<file path="src/rtl/leaf_stream_adapter.sv">
// leaf_stream_adapter
//   Buffering and run-control shim between the leaf_interface user-side vld/ack ports and an HLS
//   operator's AXI-stream ports. Every port has its own FIFO in both directions. A small FSM
//   drives ap_start and reports a completed run only after the operator's output FIFOs have
//   drained into the leaf_interface.
//
// Ports
//   i_clk, i_reset                 clock (rising edge), asynchronous active-high reset
//   i_ap_start_in                  run request from the top level
//   i_dout_leaf_interface2user     leaf data in, port i at [i*PAYLOAD_BITS +: PAYLOAD_BITS]
//   i_vld_interface2user           leaf data valid, per input port
//   o_ack_user2interface           accept toward the leaf, per input port (input FIFO not full)
//   o_in_tdata/o_in_tvalid         operator Input_i stream (valid = input FIFO not empty)
//   i_in_tready                    operator Input_i ready
//   i_out_tdata/i_out_tvalid       operator Output_i stream
//   o_out_tready                   operator Output_i ready (output FIFO not full)
//   o_din_leaf_user2interface      data toward the leaf_interface
//   o_vld_user2interface           valid toward the leaf_interface (output FIFO not empty)
//   i_ack_interface2user           leaf_interface accept
//   o_ap_start_out, i_ap_done_in   operator run control (ap_done is a one-cycle pulse)
//   o_busy                         FSM not idle
//   o_run_count                    completed runs, saturating
module leaf_stream_adapter #(
  parameter int unsigned PAYLOAD_BITS  = 32,
  parameter int unsigned NUM_IN_PORTS  = 1,
  parameter int unsigned NUM_OUT_PORTS = 1,
  parameter int unsigned FIFO_DEPTH    = 4,
  parameter int unsigned START_MODE    = 0
) (
  input  logic                                    i_clk,
  input  logic                                    i_reset,
  input  logic                                    i_ap_start_in,
  input  logic [NUM_IN_PORTS*PAYLOAD_BITS-1:0]    i_dout_leaf_interface2user,
  input  logic [NUM_IN_PORTS-1:0]                 i_vld_interface2user,
  output logic [NUM_IN_PORTS-1:0]                 o_ack_user2interface,
  output logic [NUM_IN_PORTS*PAYLOAD_BITS-1:0]    o_in_tdata,
  output logic [NUM_IN_PORTS-1:0]                 o_in_tvalid,
  input  logic [NUM_IN_PORTS-1:0]                 i_in_tready,
  input  logic [NUM_OUT_PORTS*PAYLOAD_BITS-1:0]   i_out_tdata,
  input  logic [NUM_OUT_PORTS-1:0]                i_out_tvalid,
  output logic [NUM_OUT_PORTS-1:0]                o_out_tready,
  output logic [NUM_OUT_PORTS*PAYLOAD_BITS-1:0]   o_din_leaf_user2interface,
  output logic [NUM_OUT_PORTS-1:0]                o_vld_user2interface,
  input  logic [NUM_OUT_PORTS-1:0]                i_ack_interface2user,
  output logic                                    o_ap_start_out,
  input  logic                                    i_ap_done_in,
  output logic                                    o_busy,
  output logic [15:0]                             o_run_count
);

  localparam int unsigned NumPorts  = NUM_IN_PORTS + NUM_OUT_PORTS;
  localparam int unsigned PtrW      = $clog2(FIFO_DEPTH);
  localparam bit          LevelStart = (START_MODE == 0);

  localparam logic [1:0] StIdle  = 2'd0;
  localparam logic [1:0] StStart = 2'd1;
  localparam logic [1:0] StRun   = 2'd2;
  localparam logic [1:0] StDrain = 2'd3;

  // All FIFOs share one implementation: input ports occupy the low indices, output ports the
  // high ones. Write side is the producer (leaf or operator), read side the consumer.
  logic [NumPorts-1:0]              w_wr_vld;
  logic [NumPorts-1:0]              w_rd_rdy;
  logic [NumPorts-1:0]              w_full;
  logic [NumPorts-1:0]              w_empty;
  logic [NumPorts*PAYLOAD_BITS-1:0] w_wr_data;
  logic [NumPorts*PAYLOAD_BITS-1:0] w_rd_data;

  assign w_wr_vld  = {i_out_tvalid, i_vld_interface2user};
  assign w_rd_rdy  = {i_ack_interface2user, i_in_tready};
  assign w_wr_data = {i_out_tdata, i_dout_leaf_interface2user};

  for (genvar g = 0; g < NumPorts; g++) begin : g_fifo
    logic [PAYLOAD_BITS-1:0] r_mem [FIFO_DEPTH];
    logic [PtrW-1:0]         r_wptr;
    logic [PtrW-1:0]         r_rptr;
    logic                    r_full;
    logic                    r_empty;
    logic                    w_push;
    logic                    w_pop;

    // Ready is !full, so a push never lands on a full FIFO even if it pops in the same cycle.
    assign w_push = w_wr_vld[g] & ~r_full;
    assign w_pop  = w_rd_rdy[g] & ~r_empty;

    always_ff @(posedge i_clk or posedge i_reset) begin
      if (i_reset) begin
        r_wptr  <= '0;
        r_rptr  <= '0;
        r_full  <= 1'b0;
        r_empty <= 1'b1;
        for (int unsigned k = 0; k < FIFO_DEPTH; k++) begin
          r_mem[k] <= '0;
        end
      end else begin
        if (w_push) begin
          r_mem[r_wptr] <= w_wr_data[g*PAYLOAD_BITS +: PAYLOAD_BITS];
          r_wptr        <= r_wptr + PtrW'(1);
        end
        if (w_pop) begin
          r_rptr <= r_rptr + PtrW'(1);
        end
        // Flags only move on an unbalanced cycle; push+pop keeps the occupancy.
        if (w_push && !w_pop) begin
          r_empty <= 1'b0;
          r_full  <= ((r_wptr + PtrW'(1)) == r_rptr);
        end else if (w_pop && !w_push) begin
          r_full  <= 1'b0;
          r_empty <= ((r_rptr + PtrW'(1)) == r_wptr);
        end
      end
    end

    assign w_full[g]                                  = r_full;
    assign w_empty[g]                                 = r_empty;
    assign w_rd_data[g*PAYLOAD_BITS +: PAYLOAD_BITS]  = r_mem[r_rptr];
  end

  // Accepts are held low while reset is asserted, not just after the first edge.
  assign o_ack_user2interface = ~w_full[NUM_IN_PORTS-1:0] & {NUM_IN_PORTS{~i_reset}};
  assign o_in_tvalid          = ~w_empty[NUM_IN_PORTS-1:0];
  assign o_in_tdata           = w_rd_data[NUM_IN_PORTS*PAYLOAD_BITS-1:0];
  assign o_out_tready         = ~w_full[NumPorts-1:NUM_IN_PORTS] & {NUM_OUT_PORTS{~i_reset}};
  assign o_vld_user2interface = ~w_empty[NumPorts-1:NUM_IN_PORTS];
  assign o_din_leaf_user2interface = w_rd_data[NumPorts*PAYLOAD_BITS-1:NUM_IN_PORTS*PAYLOAD_BITS];

  // Run control
  logic [1:0]  r_state;
  logic [1:0]  w_state_d;
  logic [15:0] r_run_count;
  logic [15:0] w_run_count_d;
  logic        w_out_drained;

  assign w_out_drained = &w_empty[NumPorts-1:NUM_IN_PORTS];

  always_comb begin
    w_state_d     = r_state;
    w_run_count_d = r_run_count;
    case (r_state)
      StIdle: begin
        if (i_ap_start_in) w_state_d = StStart;
      end
      StStart: begin
        w_state_d = StRun;
      end
      StRun: begin
        if (i_ap_done_in) w_state_d = StDrain;
      end
      StDrain: begin
        if (w_out_drained) begin
          if (r_run_count != 16'hFFFF) w_run_count_d = r_run_count + 16'd1;
          w_state_d = (LevelStart && i_ap_start_in) ? StStart : StIdle;
        end
      end
      default: w_state_d = StIdle;
    endcase
  end

  always_ff @(posedge i_clk or posedge i_reset) begin
    if (i_reset) begin
      r_state     <= StIdle;
      r_run_count <= '0;
    end else begin
      r_state     <= w_state_d;
      r_run_count <= w_run_count_d;
    end
  end

  // Level mode keeps ap_start up through RUN while requested; pulse mode only in START.
  assign o_ap_start_out = (r_state == StStart) ||
                          (LevelStart && (r_state == StRun) && i_ap_start_in);
  assign o_busy         = (r_state != StIdle);
  assign o_run_count    = r_run_count;

endmodule

</file>
<file path="config.mk">
export PLATFORM = sky130hd
export DESIGN_NAME = leaf_stream_adapter
export DESIGN_NICKNAME = d
export VERILOG_FILES = /design/src/rtl/leaf_stream_adapter.sv
export SDC_FILE = /design/constraint.sdc
export NUM_CORES = 1
export LEC_CHECK = 0
export BUFFER_PORTS_ARGS = -buffer_cell sky130_fd_sc_hd__buf_2
export CORE_AREA = 2 2 169 171
export CTS_BUF_LIST = sky130_fd_sc_hd__clkbuf_16
export CTS_CLUSTER_SIZE = 25
export DETAILED_ROUTE_END_ITERATION = 7
export DIE_AREA = 0 0 171 173
export PLACE_DENSITY = 0.68
export SLEW_MARGIN = 20
export SYNTH_ARGS = -nofsm -noshare
export SYNTH_HDL_FRONTEND = slang
export SYNTH_SLANG_ARGS = --single-unit
export TNS_END_PERCENT = 5
</file>
<file path="constraint.sdc">
create_clock -name i_clk -period 8.8 [get_ports i_clk]
set_clock_uncertainty 0.15 [all_clocks]
set_input_delay 1.32 -clock i_clk [delete_from_list [all_inputs] [get_ports i_clk]]
set_output_delay 1.32 -clock i_clk [all_outputs]
set_load 0.005 [all_outputs]
</file>
# Word level (Yosys, flattened, before mapping)

Index checks and enable logic that the tools add are counted.

Equal/unequal tests: 11
$add $sub $neg: 5
Order comparisons: 6
Reduce and logical (&&, ||, !) cells: 18
Bitwise operators: 15
Mux-type cells: 25

Operators by type and width:

| kind                                                                         | number |
|---|---|
| 128-bit bitwise mux                                                          | 2 |
| 32-bit two-way mux                                                           | 6 |
| 32-bit binary-select mux with 2-bit select                                   | 2 |
| 32-bit demux with 2-bit select                                               | 2 |
| 16-bit by 1-bit adder with 16-bit output, second input constant              | 1 |
| 16-bit inequality test, second input constant                                | 1 |
| 3-bit >= comparator, second input constant                                   | 4 |
| 2-bit inverter with 3-bit output                                             | 4 |
| 1-bit two-way mux                                                            | 9 |
| 2-bit by 1-bit adder with 2-bit output, second input constant                | 4 |
| 2-bit equality test                                                          | 4 |
| 2-bit case mux with 4 select lines                                           | 1 |
| 1-bit logical AND                                                            | 7 |
| 1-bit bitwise AND                                                            | 6 |
| 3-bit by 1-bit less-than comparator with 1-bit output, second input constant | 2 |
| 2-bit two-way mux                                                            | 3 |
| 2-bit inequality test, second input constant                                 | 3 |
| 3-bit AND reduction                                                          | 2 |
| 2-bit nonzero test                                                           | 3 |
| 1-bit inverter                                                               | 5 |
| 2-bit equality test, second input constant                                   | 2 |
| 1-bit logical NOT                                                            | 4 |
| 2-bit by 1-bit equality test with 1-bit output, second input constant        | 1 |
| 2-bit logical NOT                                                            | 1 |
| 1-bit logical OR                                                             | 1 |

Bits of input ports: 72
Output and inout bits: 86
Bits in registers: 286
Word-level logic and storage cells: 98

# Depth between registers and ports, before layout

Word-level depth: 6
Depth in mapped cells: 6
Depth with buffers taken out: 6

# Least setup slack after synthesis

Ideal clock, no wire load.

Path type: input to output
Start point: in i_ap_start_in
End point: out o_ap_start_out
Buffers on the path: 0
Data arrival time: 1463 ps
Data required time: 7330 ps
Stages: 1
Path slack: 5867 ps
Cells stage by stage: a21o_1

Cells in the longest elaborated chain, start to end: 2

Ends and longest elaborated chain:

| element           | RTL line | text |
|---|---|---|
| from (decl)       | 32       | `input logic i_ap_start_in,` |
| 1-bit logical AND | 171      | `(LevelStart && (r_state == StRun) && i_ap_start_in);` |
| 1-bit logical OR  | 170      | `assign o_ap_start_out = (r_state == StStart) \|\|` |
| to (decl)         | 45       | `output logic o_ap_start_out,` |

Every way passes these cells.

# Worst setup path in the final report

Start point: reg g_fifo[0].r_rptr[0]
End point: out o_in_tdata[8]

Cells in the longest elaborated chain, start to end: 4

Ends and longest elaborated chain:

| element                                                | RTL line | text |
|---|---|---|
| from (decl)                                            | 76       | `logic [PtrW-1:0] r_rptr;` |
| from (signal assigned)                                 | 101      | `r_rptr <= r_rptr + PtrW'(1);` |
| 2-bit inverter with 3-bit output (implied by the code) | 116      | `assign w_rd_data[g*PAYLOAD_BITS +: PAYLOAD_BITS] = r_mem[r_rptr];` |
| 32-bit binary-select mux with 2-bit select             | 116      |  |
| 32-bit two-way mux (implied by the code) (2 in series) | 116      |  |
| to (decl)                                              | 36       | `output logic [NUM_IN_PORTS*PAYLOAD_BITS-1:0] o_in_tdata,` |

Every way passes these cells. The select of a mux whose other input is x is not followed.

==> impl_metrics.prom <==
# TYPE chip_impl_metric gauge
chip_impl_metric{name="critPathArrivalTime",unit="ns"} 2.33
chip_impl_metric{name="drt_iter0_markers",unit=""} 240
chip_impl_metric{name="htree_levels",unit=""} 1
chip_impl_metric{name="drc_violations_left",unit=""} 0
chip_impl_metric{name="timing_worst_slew_pin_value",unit="ns"} 0.894
chip_impl_info{name="endpoint_kind",value="output pin"} 1
chip_impl_metric{name="switchingPower",unit="W"} 0.00172
chip_impl_metric{name="timing.final.ws_setup",unit="ns"} 5.00
chip_impl_metric{name="chipWidth",unit="um"} 171
chip_impl_metric{name="hold_path_depth",unit=""} 2
chip_impl_metric{name="route.detailed.vias_per_inst",unit=""} 5.25
chip_impl_metric{name="synth-edff-count",unit=""} 0
chip_impl_metric{name="netlist_area",unit="um^2"} 12600
chip_impl_metric{name="die_area",unit="um^2"} 29600
chip_impl_info{name="cts_root_buf",value="sky130_fd_sc_hd__clkbuf_16"} 1
chip_impl_metric{name="synthCells",unit=""} 780
chip_impl_metric{name="max_cap_violations",unit=""} 0
chip_impl_metric{name="timing.critical_path.required",unit="ns"} 7.33
chip_impl_metric{name="wire_per_inst",unit="um"} 18.3
chip_impl_info{name="run_status",value="finished, final reports clean"} 1
chip_impl_metric{name="finalSetupViolations",unit=""} 0
chip_impl_metric{name="pre_cts_slack",unit="ns"} 5.21
chip_impl_metric{name="syn-mean-instance-area",unit="um^2"} 16.2
chip_impl_metric{name="reg2reg_slack",unit="ns"} 6.74
chip_impl_metric{name="share_seq_of_total_power",unit=""} 0.391
chip_impl_metric{name="worst_skew_pair.late_latency",unit="ns"} 0.56
chip_impl_metric{name="cts.sink_count",unit=""} 286
chip_impl_metric{name="syn_to_final_growth",unit="%"} 17.6
chip_impl_metric{name="fp-row-count",unit=""} 61
chip_impl_info{name="reg2reg_to",value="o_run_count[14]"} 1
chip_impl_metric{name="p_clk_frac",unit=""} 0.218
chip_impl_info{name="rr_startpoint",value="r_state[1]"} 1
chip_impl_metric{name="wirelength",unit="um"} 24700
chip_impl_metric{name="final.setup.tns",unit="ns"} 0
chip_impl_info{name="layout_commonest_cell",value="sky130_fd_sc_hd__dfrtp_1"} 1
chip_impl_metric{name="timing_limited_maximum_frequency",unit="GHz"} 0.263
chip_impl_metric{name="yosys_warnings",unit=""} 0
chip_impl_metric{name="power.density_cell_area",unit="nW/um^2"} 391
chip_impl_metric{name="gp_routability_congestion",unit=""} 0.736
chip_impl_info{name="unrepaired_setup_endpoints_after_global_routing",value="false"} 1
chip_impl_metric{name="grt_pass1_wl",unit="um"} 39800
chip_impl_metric{name="antenna_violations_before_repair",unit=""} 4
chip_impl_metric{name="clock_path_buffers",unit=""} 3
chip_impl_info{name="hp-class",value="flop to flop"} 1
chip_impl_metric{name="post_cts.repair.setup_buffers",unit=""} 0
chip_impl_metric{name="initial_utilization",unit=""} 0.457
chip_impl_metric{name="vias",unit=""} 7088
chip_impl_metric{name="clk_transition_reported_paths",unit="ns"} 0.06
chip_impl_info{name="min_to",value="g_fifo[0].r_empty"} 1
chip_impl_metric{name="p_comb_frac",unit=""} 0.391
chip_impl_metric{name="via_count_of_the_first_global_routing_pass",unit=""} 7459
chip_impl_metric{name="hold_violations",unit=""} 0
chip_impl_metric{name="nNetsFinal",unit=""} 1033
chip_impl_metric{name="max_slew_margin",unit=""} 0.404
chip_impl_info{name="worstHoldStart",value="g_fifo[0].r_empty"} 1
chip_impl_metric{name="grt-ovfl-total",unit=""} 0
chip_impl_metric{name="cts_hold_buffers_added",unit=""} 0
chip_impl_metric{name="ir_drop",unit="mV"} 0.190
chip_impl_metric{name="post-route-period-util",unit=""} 0.432
chip_impl_metric{name="length_of_the_first_detailed_routing_pass_in_iterations",unit=""} 4
chip_impl_metric{name="syn_nets",unit=""} 868
chip_impl_info{name="yosys_most_used_dff",value="sky130_fd_sc_hd__dfrtp_1"} 1
chip_impl_info{name="leading_cell_types_in_the_layout_fill_and_taps_excluded",value="282 x sky130_fd_sc_hd__dfrtp_1, 258 x sky130_fd_sc_hd__mux2_2, 157 x sky130_fd_sc_hd__buf_2"} 1
chip_impl_metric{name="ys_seq_area_frac",unit=""} 0.567
chip_impl_metric{name="worst-path-max-fanout",unit=""} 32
chip_impl_metric{name="gr-usage-all-layers",unit=""} 0.167
chip_impl_metric{name="placement.io_buffers",unit=""} 157
chip_impl_metric{name="antenna_violating_nets_post_route",unit=""} 0
chip_impl_metric{name="hpwlAfterDp",unit="um"} 15100
chip_impl_metric{name="coreArea",unit="um^2"} 27600
chip_impl_metric{name="leakagePower",unit="nW"} 6.63
chip_impl_info{name="cts_tree",value="done"} 1
chip_impl_metric{name="slew_viol_final",unit=""} 0
chip_impl_metric{name="drive_above_1_share",unit=""} 0.570
chip_impl_metric{name="number_of_buffers_inserted_during_clock_tree_synthesis",unit=""} 31
chip_impl_metric{name="number_of_gates_resized_after_cts",unit=""} 0
chip_impl_metric{name="finalCriticalPeriod",unit="ns"} 3.80
chip_impl_metric{name="p_int",unit="W"} 0.00410
chip_impl_metric{name="largest_net_degree_at_the_start_of_global_routing",unit=""} 78
chip_impl_metric{name="die_height",unit="um"} 173
chip_impl_metric{name="synthDistinctLibCells",unit=""} 37
chip_impl_metric{name="asyncSetResetFlopFracSynth",unit=""} 1.00
chip_impl_metric{name="ys_ff_latch",unit=""} 286
chip_impl_info{name="path_type_of_the_worst_setup_path",value="flop to output pin"} 1
chip_impl_metric{name="pin_count",unit=""} 158
chip_impl_metric{name="rr_worst_depth",unit=""} 5
chip_impl_info{name="critical_path.startpoint_type",value="flop"} 1
chip_impl_metric{name="switching_share",unit=""} 0.295
[worst max path at each step]
stage	cells past startpoint	to	slack [ns]	from
after floorplan	1	g_fifo[0].r_full	3.54	i_reset
after global placement	4	g_fifo[1].r_mem[14]	5.22	i_reset
after detailed placement	4	g_fifo[1].r_mem[14]	5.21	i_reset
after CTS	3	o_in_tdata[11]	4.92	g_fifo[0].r_rptr[0]
after global routing	3	o_in_tdata[4]	4.83	g_fifo[0].r_rptr[0]
final	3	o_in_tdata[8]	5.00	g_fifo[0].r_rptr[0]
[cells by family (layout without fill, tap and decap cells)]
family | count (synthesis) | in the layout | synth area share
xor+xnor | 23 | 23 | 0.0159
other cells | 0 | 2 | 0
buf+inv | 53 | 243 | 0.0191
mux | 324 | 324 | 0.346
flops | 286 | 286 | 0.567
fa+ha+maj | 16 | 16 | 0.0158
simple gates | 61 | 61 | 0.0264
compound gates | 17 | 17 | 0.0104
[state kept, by name, summed over array words and instances, names as in the netlist]
name / flops
g_fifo.r_mem: 256
o_run_count: 16
g_fifo.r_rptr: 4
g_fifo.r_wptr: 4
g_fifo.r_empty: 2
g_fifo.r_full: 2
r_state: 2
[power groups by stage]
stage,Combinational (W),Clock (W),Sequential (W)
2_1_floorplan,0.00171,0,0.00219
3_3_place_gp,0.00227,0,0.00228
3_5_place_dp,0.00231,0,0.00230
4_1_cts,0.00232,0.00131,0.00228
5_1_grt,0.00249,0.00136,0.00236
6_report,0.00227,0.00127,0.00228
[Yosys cell counts, types with 2 or more instances]
| master | count | area share |
|---|---|---|
| sky130_fd_sc_hd__and4_1 | 2 | 0.0014 |
| sky130_fd_sc_hd__buf_2 | 34 | 0.013 |
| sky130_fd_sc_hd__clkbuf_1 | 8 | 0.0024 |
| sky130_fd_sc_hd__dfrtp_1 | 284 | 0.56 |
| sky130_fd_sc_hd__dfstp_2 | 2 | 0.0042 |
| sky130_fd_sc_hd__ha_1 | 16 | 0.016 |
| sky130_fd_sc_hd__inv_1 | 11 | 0.0033 |
| sky130_fd_sc_hd__mux2_2 | 258 | 0.23 |
| sky130_fd_sc_hd__mux2i_1 | 2 | 0.0016 |
| sky130_fd_sc_hd__mux4_2 | 64 | 0.11 |
| sky130_fd_sc_hd__nand2_1 | 20 | 0.0059 |
| sky130_fd_sc_hd__nand3_1 | 5 | 0.0020 |
| sky130_fd_sc_hd__nand4_1 | 7 | 0.0035 |
| sky130_fd_sc_hd__nor2_1 | 7 | 0.0021 |
| sky130_fd_sc_hd__nor2b_1 | 4 | 0.0020 |
| sky130_fd_sc_hd__nor3_1 | 6 | 0.0024 |
| sky130_fd_sc_hd__nor3b_1 | 2 | 0.0012 |
| sky130_fd_sc_hd__o211ai_1 | 2 | 0.0012 |
| sky130_fd_sc_hd__o21ai_0 | 6 | 0.0024 |
| sky130_fd_sc_hd__o31ai_1 | 2 | 0.0012 |
| sky130_fd_sc_hd__xnor2_1 | 13 | 0.0090 |
| sky130_fd_sc_hd__xor2_1 | 10 | 0.0069 |
[routing by layer]
metal  GRT usage  routed length (um)  vias up
met5           0                  25        -
li1            -                   -     3233
met4      0.0388                 516        4
met1       0.216               10700     3667
met2       0.281               11900      145
met3      0.0458                1500       39
[worst max-delay path: stages (launching register included)]
cell and delay (ns):
sky130_fd_sc_hd__dfrtp_2 0.45, sky130_fd_sc_hd__buf_4 0.56, sky130_fd_sc_hd__mux4_2 0.60, sky130_fd_sc_hd__buf_2 0.14
[through the flow]
stage / cells / util / hold slack (ns) / area [um^2] / power (W)
floorplan: 780 / - / 0.302 / 12600 / 0.00390
global placement: 1289 / 0.500 / 0.309 / 13800 / 0.00454
detailed placement: 1289 / 0.500 / 0.317 / 13800 / 0.00461
CTS: 1347 / 0.536 / 0.326 / 14800 / 0.00591
global route: 1348 / 0.537 / 0.349 / 14900 / 0.00620
finish: 1350 / 0.538 / 0.322 / 14900 / 0.00581
[final cells by class]
type                            instances  area (um^2)
Timing Repair Buffer                  174          937
Sequential cell                       286         7160
Clock inverter                         27          224
Multi-Input combinational cell        441         5230
Inverter                               11         45.0
Antenna cell                            2         5.00
Clock buffer                           31          776
Tap cell                              378          473
Fill cell                            2347        12800
Note: power is estimated with default switching activity, not from simulation.
